$ cat src/rtl/pong_match_ctrl_if.sv
// Signal bundle between the Pong match controller and its game/overlay environment.
// The slave modport is the controller's view; master is the environment's view.
interface pong_match_ctrl_if #(
  parameter int NUM_PLAYERS = 2,
  parameter int SCORE_W     = 3
);
  localparam int IDX_W = (NUM_PLAYERS > 1) ? $clog2(NUM_PLAYERS) : 1;

  logic [NUM_PLAYERS-1:0]         point;
  logic [7:0]                     scan_code;
  logic                           scan_ready;
  logic                           game_tick;
  logic                           serve_en;
  logic                           game_rst;
  logic [NUM_PLAYERS*SCORE_W-1:0] scores;
  logic [IDX_W-1:0]               last_scorer;
  logic [IDX_W-1:0]               winner;
  logic                           game_over;
  logic [1:0]                     state;

  modport master (
    output point, scan_code, scan_ready,
    input  game_tick, serve_en, game_rst, scores, last_scorer, winner, game_over, state
  );

  modport slave (
    input  point, scan_code, scan_ready,
    output game_tick, serve_en, game_rst, scores, last_scorer, winner, game_over, state
  );
endinterface

$ cat src/rtl/pong_match_ctrl.sv
// Pong match controller: per-player scores, win detection, serve countdown,
// pause, PS/2 keyboard restart and the free-running game tick.
module pong_match_ctrl #(
  parameter int         NUM_PLAYERS = 2,
  parameter int         SCORE_W     = 3,
  parameter int         WIN_SCORE   = 7,
  parameter int         TICK_W      = 20,
  parameter int         SERVE_TICKS = 32,
  parameter logic [7:0] RESET_CODE  = 8'h2D,
  parameter logic [7:0] PAUSE_CODE  = 8'h4D
) (
  input  logic             clk,
  input  logic             reset,
  pong_match_ctrl_if.slave bus
);
  localparam int IDX_W = (NUM_PLAYERS > 1) ? $clog2(NUM_PLAYERS) : 1;
  localparam int CNT_W = $clog2(SERVE_TICKS + 1);

  typedef enum logic [1:0] {
    ST_SERVE  = 2'd0,
    ST_PLAY   = 2'd1,
    ST_PAUSED = 2'd2,
    ST_OVER   = 2'd3
  } state_t;

  state_t                         r_state;
  state_t                         r_paused_from;
  logic [TICK_W-1:0]              r_tick_cnt;
  logic                           r_game_tick;
  logic [CNT_W-1:0]               r_countdown;
  logic [NUM_PLAYERS*SCORE_W-1:0] r_scores;
  logic [IDX_W-1:0]               r_last;
  logic [IDX_W-1:0]               r_winner;
  logic                           r_over;
  logic                           r_serve_en;
  logic                           r_game_rst;
  logic                           r_break;

  logic                           w_key_valid;
  logic                           w_restart;
  logic                           w_pause;
  logic                           w_found;
  logic [IDX_W-1:0]               w_sel_idx;
  logic [SCORE_W-1:0]             w_sel_score;
  logic [NUM_PLAYERS*SCORE_W-1:0] w_scores_inc;
  logic                           w_win;

  // The byte right after an F0 prefix is a key release and never acts as a command.
  assign w_key_valid = bus.scan_ready && !r_break && (bus.scan_code != 8'hF0);
  assign w_restart   = w_key_valid && (bus.scan_code == RESET_CODE);
  assign w_pause     = w_key_valid && (bus.scan_code == PAUSE_CODE);

  // Lowest-index scorer wins a simultaneous point; the others are dropped.
  always_comb begin
    w_found      = 1'b0;
    w_sel_idx    = '0;
    w_sel_score  = '0;
    w_scores_inc = r_scores;
    for (int unsigned i = 0; i < NUM_PLAYERS; i++) begin
      if (bus.point[i] && !w_found) begin
        w_found      = 1'b1;
        w_sel_idx    = IDX_W'(i);
        w_sel_score  = r_scores[i*SCORE_W +: SCORE_W] + SCORE_W'(1);
        w_scores_inc[i*SCORE_W +: SCORE_W] = w_sel_score;
      end
    end
  end

  assign w_win = (w_sel_score == SCORE_W'(WIN_SCORE));

  always_ff @(posedge clk or posedge reset) begin
    if (reset) begin
      r_tick_cnt    <= '0;
      r_game_tick   <= 1'b0;
      r_state       <= ST_SERVE;
      r_paused_from <= ST_SERVE;
      r_countdown   <= CNT_W'(SERVE_TICKS);
      r_scores      <= '0;
      r_last        <= '0;
      r_winner      <= '0;
      r_over        <= 1'b0;
      r_serve_en    <= 1'b0;
      r_game_rst    <= 1'b0;
      r_break       <= 1'b0;
    end else begin
      r_tick_cnt  <= r_tick_cnt + TICK_W'(1);
      r_game_tick <= (r_tick_cnt == '0);
      r_game_rst  <= 1'b0;

      if (bus.scan_ready) begin
        r_break <= r_break ? 1'b0 : (bus.scan_code == 8'hF0);
      end

      // Key commands take precedence over ticks and points in the same cycle.
      if (w_restart) begin
        r_scores    <= '0;
        r_over      <= 1'b0;
        r_winner    <= '0;
        r_state     <= ST_SERVE;
        r_countdown <= CNT_W'(SERVE_TICKS);
        r_game_rst  <= 1'b1;
        r_serve_en  <= 1'b0;
      end else if (w_pause && (r_state != ST_OVER)) begin
        if (r_state == ST_PAUSED) begin
          r_state    <= r_paused_from;
          r_serve_en <= (r_paused_from == ST_PLAY);
        end else begin
          r_paused_from <= r_state;
          r_state       <= ST_PAUSED;
          r_serve_en    <= 1'b0;
        end
      end else begin
        case (r_state)
          ST_SERVE: begin
            r_serve_en <= 1'b0;
            if (r_game_tick) begin
              if (r_countdown == CNT_W'(1)) begin
                r_state    <= ST_PLAY;
                r_serve_en <= 1'b1;
              end
              r_countdown <= r_countdown - CNT_W'(1);
            end
          end
          ST_PLAY: begin
            r_serve_en <= 1'b1;
            if (w_found) begin
              r_scores   <= w_scores_inc;
              r_last     <= w_sel_idx;
              r_serve_en <= 1'b0;
              if (w_win) begin
                r_state  <= ST_OVER;
                r_over   <= 1'b1;
                r_winner <= w_sel_idx;
              end else begin
                r_state     <= ST_SERVE;
                r_countdown <= CNT_W'(SERVE_TICKS);
              end
            end
          end
          default: r_serve_en <= 1'b0;
        endcase
      end
    end
  end

  assign bus.game_tick   = r_game_tick;
  assign bus.serve_en    = r_serve_en;
  assign bus.game_rst    = r_game_rst;
  assign bus.scores      = r_scores;
  assign bus.last_scorer = r_last;
  assign bus.winner      = r_winner;
  assign bus.game_over   = r_over;
  assign bus.state       = r_state;
endmodule
$ cat src/flat_wrapper.sv
// flat-port wrapper written by rule: the top's interface ports become plain ports
module pong_match_ctrl_flat 
#(
  parameter int         NUM_PLAYERS = 2,
  parameter int         SCORE_W     = 3,
  parameter int         WIN_SCORE   = 7,
  parameter int         TICK_W      = 20,
  parameter int         SERVE_TICKS = 32,
  parameter logic [7:0] RESET_CODE  = 8'h2D,
  parameter logic [7:0] PAUSE_CODE  = 8'h4D
)
  (clk, reset, bus_point, bus_scan_code, bus_scan_ready, bus_game_tick, bus_serve_en, bus_game_rst, bus_scores, bus_last_scorer, bus_winner, bus_game_over, bus_state);
  pong_match_ctrl_if #(.NUM_PLAYERS(NUM_PLAYERS), .SCORE_W(SCORE_W)) bus_i ();
  input  logic clk;
  input  logic reset;
  input wire logic [$bits(bus_i.point)-1:0] bus_point;
  input wire logic [$bits(bus_i.scan_code)-1:0] bus_scan_code;
  input wire logic [$bits(bus_i.scan_ready)-1:0] bus_scan_ready;
  output wire logic [$bits(bus_i.game_tick)-1:0] bus_game_tick;
  output wire logic [$bits(bus_i.serve_en)-1:0] bus_serve_en;
  output wire logic [$bits(bus_i.game_rst)-1:0] bus_game_rst;
  output wire logic [$bits(bus_i.scores)-1:0] bus_scores;
  output wire logic [$bits(bus_i.last_scorer)-1:0] bus_last_scorer;
  output wire logic [$bits(bus_i.winner)-1:0] bus_winner;
  output wire logic [$bits(bus_i.game_over)-1:0] bus_game_over;
  output wire logic [$bits(bus_i.state)-1:0] bus_state;
  assign bus_i.point = bus_point;
  assign bus_i.scan_code = bus_scan_code;
  assign bus_i.scan_ready = bus_scan_ready;
  assign bus_game_tick = bus_i.game_tick;
  assign bus_serve_en = bus_i.serve_en;
  assign bus_game_rst = bus_i.game_rst;
  assign bus_scores = bus_i.scores;
  assign bus_last_scorer = bus_i.last_scorer;
  assign bus_winner = bus_i.winner;
  assign bus_game_over = bus_i.game_over;
  assign bus_state = bus_i.state;
  pong_match_ctrl #(.NUM_PLAYERS(NUM_PLAYERS), .SCORE_W(SCORE_W), .WIN_SCORE(WIN_SCORE), .TICK_W(TICK_W), .SERVE_TICKS(SERVE_TICKS), .RESET_CODE(RESET_CODE), .PAUSE_CODE(PAUSE_CODE)) u_core (.clk(clk), .reset(reset), .bus(bus_i));
endmodule
$ cat config.mk
export PLATFORM = sky130hd
export DESIGN_NAME = pong_match_ctrl_flat
export DESIGN_NICKNAME = d
export VERILOG_FILES = /design/src/rtl/pong_match_ctrl_if.sv /design/src/rtl/pong_match_ctrl.sv /design/src/flat_wrapper.sv
export SDC_FILE = /design/constraint.sdc
export NUM_CORES = 1
export LEC_CHECK = 0
export ABC_AREA = 1
export BUFFER_PORTS_ARGS = -buffer_cell sky130_fd_sc_hd__buf_2
export CAP_MARGIN = 20
export CORE_AREA = 2 2 81 64
export CTS_CLUSTER_DIAMETER = 60
export CTS_CLUSTER_SIZE = 28
export DETAILED_ROUTE_END_ITERATION = 12
export DIE_AREA = 0 0 83 66
export PLACE_DENSITY_LB_ADDON = 0.25
export SLEW_MARGIN = 20
export SYNTH_ARGS = -nofsm -noshare
export SYNTH_HDL_FRONTEND = slang
export SYNTH_SLANG_ARGS = --single-unit
$ cat constraint.sdc
create_clock -name clk -period 1.99 [get_ports clk]
set_input_delay 0.199 -clock clk [delete_from_list [all_inputs] [get_ports clk]]
set_output_delay 0.199 -clock clk [all_outputs]
set_load 0.02 [all_outputs]
### After elaboration in Yosys (flattened, before gate mapping)

Cells that the tools add are included.

| word-level totals | value |
|---|---|
| word-level logic and storage cells | 105 |
| flip-flop bits (word level) | 43 |
| output and inout bits | 14 |

| cells by class | value |
|---|---|
| mux-type cells | 44 |
| reduce and logical (&&, ||, !) cells | 24 |
| bitwise operators | 3 |
| equal/unequal tests | 17 |
| add/sub/neg operators | 4 |

Operators with widths:

| operator | count |
|---|---|
| 6-bit 2-to-1 mux | 9 |
| 1-bit 2-to-1 mux | 21 |
| 20-bit by 1-bit adder with 20-bit output, second input constant | 1 |
| 20-bit logical NOT | 1 |
| 4-bit AND reduction | 5 |
| 2-bit 2-to-1 mux | 7 |
| 3-bit 2-to-1 mux | 4 |
| 4-bit by 1-bit != test with 1-bit output, second input constant | 3 |
| 6-bit case mux with 2 select lines | 1 |
| 2-bit nonzero test | 5 |
| 8-bit by 6-bit equality test with 1-bit output, second input constant | 1 |
| 8-bit by 7-bit equality test with 1-bit output, second input constant | 1 |
| 8-bit equality test, second input constant | 1 |
| 8-bit != test, second input constant | 1 |
| 3-bit by 1-bit adder with 3-bit output, second input constant | 2 |
| 6-bit by 1-bit equality test with 1-bit output, second input constant | 1 |
| 1-bit logical AND | 6 |
| 3-bit by 1-bit != test with 1-bit output, second input constant | 2 |
| 6-bit by 1-bit subtractor with 6-bit output, second input constant | 1 |
| 5-bit AND reduction | 1 |
| 2-bit by 1-bit equality test with 1-bit output, second input constant | 2 |
| 2-bit case mux with 2 select lines | 1 |
| 4-bit nonzero test | 1 |
| 3-bit equality test, second input constant | 1 |
| other kinds (10) | 13 |

### Depth between registers and ports, before layout

| depth | value |
|---|---|
| word-level depth | 10 |
| mapped depth | 11 |
| mapped depth without buffers | 11 |

### Worst setup path before layout

OpenSTA, ideal clock, no wires.

| timing path | value |
|---|---|
| kind | register -> register |
| start point | register u_core.r_scores[3], in the netlist u_core.bus.scores[3] |
| end point | register u_core.r_countdown[0] |
| arrival time | 1.539 ns |
| stages on the path, launching flop included | 12 |
| library setup time | 0.066 ns |
| clock period less this slack | 1.605 ns |
| path buffers | 0 |
| path slack | 0.385 ns |
| path through | dfrtp_1 > ha_1 > inv_1 > nand3_1 > nand2_1 > nor2_1 > nand3_1 > nor2_4 > nor2_8 > nand3_4 > nand2_1 > nand2_1 |

| between the ends | value |
|---|---|
| longest elaborated chain between the ends | 5 |

Ends and longest elaborated chain:

| element | line | source |
|---|---|---|
| start, declared | pong_match_ctrl.sv:31 | `logic [NUM_PLAYERS*SCORE_W-1:0] r_scores;` |
| start signal, assigned | pong_match_ctrl.sv:127 | `r_scores <= w_scores_inc;` |
| 3-bit by 1-bit adder with 3-bit output | pong_match_ctrl.sv:63 | `w_sel_score = r_scores[i*SCORE_W +: SCORE_W] + SCORE_W'(1);` |
| 3-bit 2-to-1 mux | pong_match_ctrl.sv:60 | `if (bus.point[i] && !w_found) begin` |
| 3-bit equality test | pong_match_ctrl.sv:69 | `assign w_win = (w_sel_score == SCORE_W'(WIN_SCORE));` |
| 3-bit by 2-bit != test with 1-bit output (no line) | -- |  |
| 5-bit AND reduction (no line) | -- |  |
| end signal, assigned | pong_match_ctrl.sv:77 | `r_countdown <= CNT_W'(SERVE_TICKS);` |
| end signal, assigned | pong_match_ctrl.sv:100 | `r_countdown <= CNT_W'(SERVE_TICKS);` |
| end signal, assigned | pong_match_ctrl.sv:121 | `r_countdown <= r_countdown - CNT_W'(1);` |
| end, declared | pong_match_ctrl.sv:30 | `logic [CNT_W-1:0] r_countdown;` |

Every way passes these cells.
A chain may end at the register's enable or synchronous reset.

### Worst setup path in the final report

| timing path | value |
|---|---|
| start point | register u_core.r_scores[3], in the netlist u_core.bus.scores[3] |
| end point | register u_core.r_countdown[2] |

The elaborated chain is that of the path after synthesis.

==> impl_metrics.env <==
export IMPL_status="completed"
export IMPL_critPathCaptureType="flop"
export IMPL_grt_total_usage_pct=19.9
export IMPL_syn_area_per_cell_um2=8.07
export IMPL_clock_sinks=43
export IMPL_path_cells="ha_1 > inv_1 > nand3_1 > nand2_1 > nor2_1 > nand3_1 > nor2_4 > nor2_8 > nand3_4 > nand2_1 > nand2_1"
export IMPL_cts_tree="yes"
export IMPL_syn_to_final_growth_pct=13.3
export IMPL_initial_core_util_pct=52.4
export IMPL_die_w_um=83
export IMPL_slowest_delay_ns=0.43
export IMPL_vias=1999
export IMPL_worstSkewPairLatency_ns=0.31
export IMPL_gp_congestion=0.863
export IMPL_ant_nets=0
export IMPL_clock_path_buffers=2
export IMPL_ys_flop_type="dfrtp_1"
export IMPL_num_io_pins=27
export IMPL_min_path_type="in2async"
export IMPL_postCtsSetupBuffers=0
export IMPL_postCtsResizedCells=0
export IMPL_drive_gt1_share_pct=17.0
export IMPL_cpMaxStageDelayCell="dfrtp_1"
export IMPL_rsz0062_at_grt="false"
export IMPL_yosysSeqAreaShare_pct=43.6
export IMPL_cp_common_cell="nand2_1"
export IMPL_finalSetupViolations=0
export IMPL_design_core_area_um2=4710
export IMPL_first_pass_iters=4
export IMPL_criticalPathCategory="reg2reg"
export IMPL_placed_cell_area_um2=2690
export IMPL_critPathBufInv=1
export IMPL_grt_overflow=0
export IMPL_cts_reportedPaths_clkPinSlew_ns=0.08
export IMPL_worstMarginPinSlew_ns=0.544
export IMPL_power_static_leakage_uw=0.00150
export IMPL_cp_max_fo=7
export IMPL_skew_ns=0.00865
export IMPL_grt_pass1_vias=1835
export IMPL_viasPerCell=4.97
export IMPL_cp_start_kind="flop"
export IMPL_power_density_nw_per_um2=1130
export IMPL_dpl_hpwl_um=3690
export IMPL_syn_cell_area_um2=2470
export IMPL_route_detailed_drc=0
export IMPL_nNetsFinal=360
export IMPL_hold_violations=0
export IMPL_synthCells=306
export IMPL_instances_no_fill=402
export IMPL_slew_violations=0
export IMPL_max_freq_ghz=0.608
export IMPL_drt_iter0_markers=107
export IMPL_h_tree_depth=2
export IMPL_cp_top_family="simple AND/OR/NAND/NOR gates"
export IMPL_cp_data_arrival_time_ns=1.89
export IMPL_cts_made_buffers=5
export IMPL_n_antenna_cell=0
export IMPL_async_flop_share_pct=100
export IMPL_place_inst=394
export IMPL_timing_final_crit_share_pct=82.7
export IMPL_final_area_um2=2800
export IMPL_portBuffers=26
export IMPL_syn_nets=325
export IMPL_cts_hold_buf=0
export IMPL_slew_limit_headroom_pct=63.7
export IMPL_finalSetupTns_ns=0
export IMPL_yosys_warnings=0
export IMPL_rows=22
export IMPL_antenna_found_initial=0
export IMPL_vdd_ir_drop_max_uv=667
export IMPL_grt_max_degree=44
export IMPL_routed_wl_um=4850
export IMPL_synth_edf_count=0
export IMPL_worstPathRequired_ns=2.24
export IMPL_period_needed_ns=1.64
export IMPL_die_h_um=66
export IMPL_die_area_um2=5480
export IMPL_wl_per_cell_um=12.1
export IMPL_root_buffer="clkbuf_8"
export IMPL_cap_violations=0
export IMPL_grt_pass1_wl_um=8540
export IMPL_ys_types=31
export IMPL_synth_seq_cells=43
## per-layer routing
layer / GRT usage [%] / vias to the layer above / wire (um)
met4: 8.81 / 0 / 88
met1: 29.9 / 919 / 2550
li1: - / 1033 / -
met2: 27.4 / 39 / 2010
met3: 4.24 / 8 / 204
met5: 0 / - / 0
## power by group
part           switching [uW]  internal [uW]  total [uW]
clock network             308            376         683
logic                     817            480        1300
registers                 151           1040        1190
## placed cells by master, fill, tap and decap left out, types with 4 or more instances in the layout
master | Yosys | layout
inv_1 | 47 | 47
buf_2 | 1 | 26
dfrtp_1 | 42 | 42
nand2_1 | 70 | 70
xor2_1 | 18 | 18
nor3_1 | 4 | 4
clkbuf_8 | 0 | 5
nor2_2 | 4 | 4
nand3_1 | 26 | 26
ha_1 | 6 | 6
o21ai_0 | 8 | 8
nand4_1 | 7 | 7
o22ai_1 | 4 | 4
nor2_1 | 38 | 38
## flip-flops by register name, indices dropped and copies added, names as in the netlist
name and count:
u_core.bus.game_over 1, u_core.bus.winner 1, u_core.bus.scores 6, u_core.r_tick_cnt 20, u_core.bus.serve_en 1, u_core.r_paused_from 2
u_core.r_countdown 6, u_core.r_break 1, u_core.bus.state 2, u_core.bus.last_scorer 1, u_core.bus.game_rst 1, u_core.bus.game_tick 1
## Yosys cell counts, drive strengths merged (3+ instances only)
| cell | n | share of area, % |
|---|---|---|
| nand4 | 8 | 2.3 |
| xor2 | 18 | 6.4 |
| nand3 | 30 | 7.5 |
| a21oi | 3 | 0.61 |
| inv | 50 | 7.6 |
| dfrtp | 42 | 43 |
| nand2 | 73 | 11 |
| nor4 | 4 | 1.6 |
| nor3 | 4 | 0.81 |
| ha | 6 | 3.0 |
| o22ai | 4 | 1.0 |
| o21ai | 9 | 1.8 |
| nor2 | 47 | 9.8 |
## path summary, 6_finish.rpt
path / start / to / slack, ns / cells past startpoint
max in group asynchronous: reset / u_core.r_countdown[5]$_DFFE_PP1P_ / 1.59 / 3
min in group clk: bus_scan_ready / u_core.r_break$_DFFE_PP0P_ / 0.20 / 4
hold reg to reg: u_core.r_tick_cnt[0]$_DFF_PP0_ / u_core.r_tick_cnt[0]$_DFF_PP0_ / 0.48 / 1
setup reg to reg: u_core.bus.scores[3]$_DFFE_PP0P_ / u_core.r_countdown[2]$_DFFE_PP0P_ / 0.35 / 11
hold / removal: reset / u_core.r_tick_cnt[19]$_DFF_PP0_ / 0.02 / 3
setup / recovery: u_core.bus.scores[3]$_DFFE_PP0P_ / u_core.r_countdown[2]$_DFFE_PP0P_ / 0.35 / 11
## worst min-delay path: cells and delay by family
family | cells | cell delay [ns]
buf+inv | 3 | 0.59
## metrics by stage
stage	setup WS [ns]	utilization [%]	power [uW]	hold slack, ns
3_5_place_dp	0.355	57.2	2500	0.368
2_1_floorplan	0.385	-	2150	0.375
6_report	0.345	59.4	3170	0.0168
5_1_grt	0.0953	59.4	3430	0.0669
4_1_cts	0.349	59.4	3200	0.0279
3_3_place_gp	0.416	57.2	2470	0.372
## cells by family after synthesis
logic type               Yosys count  synth area share [%]
AND/OR/NAND/NOR                  169                  34.7
buffers and inverters             51                  7.81
flip-flops                        43                  43.6
XOR/XNOR                          19                  6.74
AO/OA/AOI/OAI                     18                  4.05
adder cells (fa/ha/maj)            6                  3.04
## area by class of cell
class | instances | area (um2)
Clock buffer | 7 | 76.3
Clock inverter | 1 | 30.0
Fill cell | 441 | 1910
Inverter | 50 | 188
Multi-Input combinational cell | 212 | 1200
Sequential cell | 43 | 1080
Tap cell | 60 | 75.1
Timing Repair Buffer | 29 | 153
No activity file was read; power rests on OpenSTA's default activity.
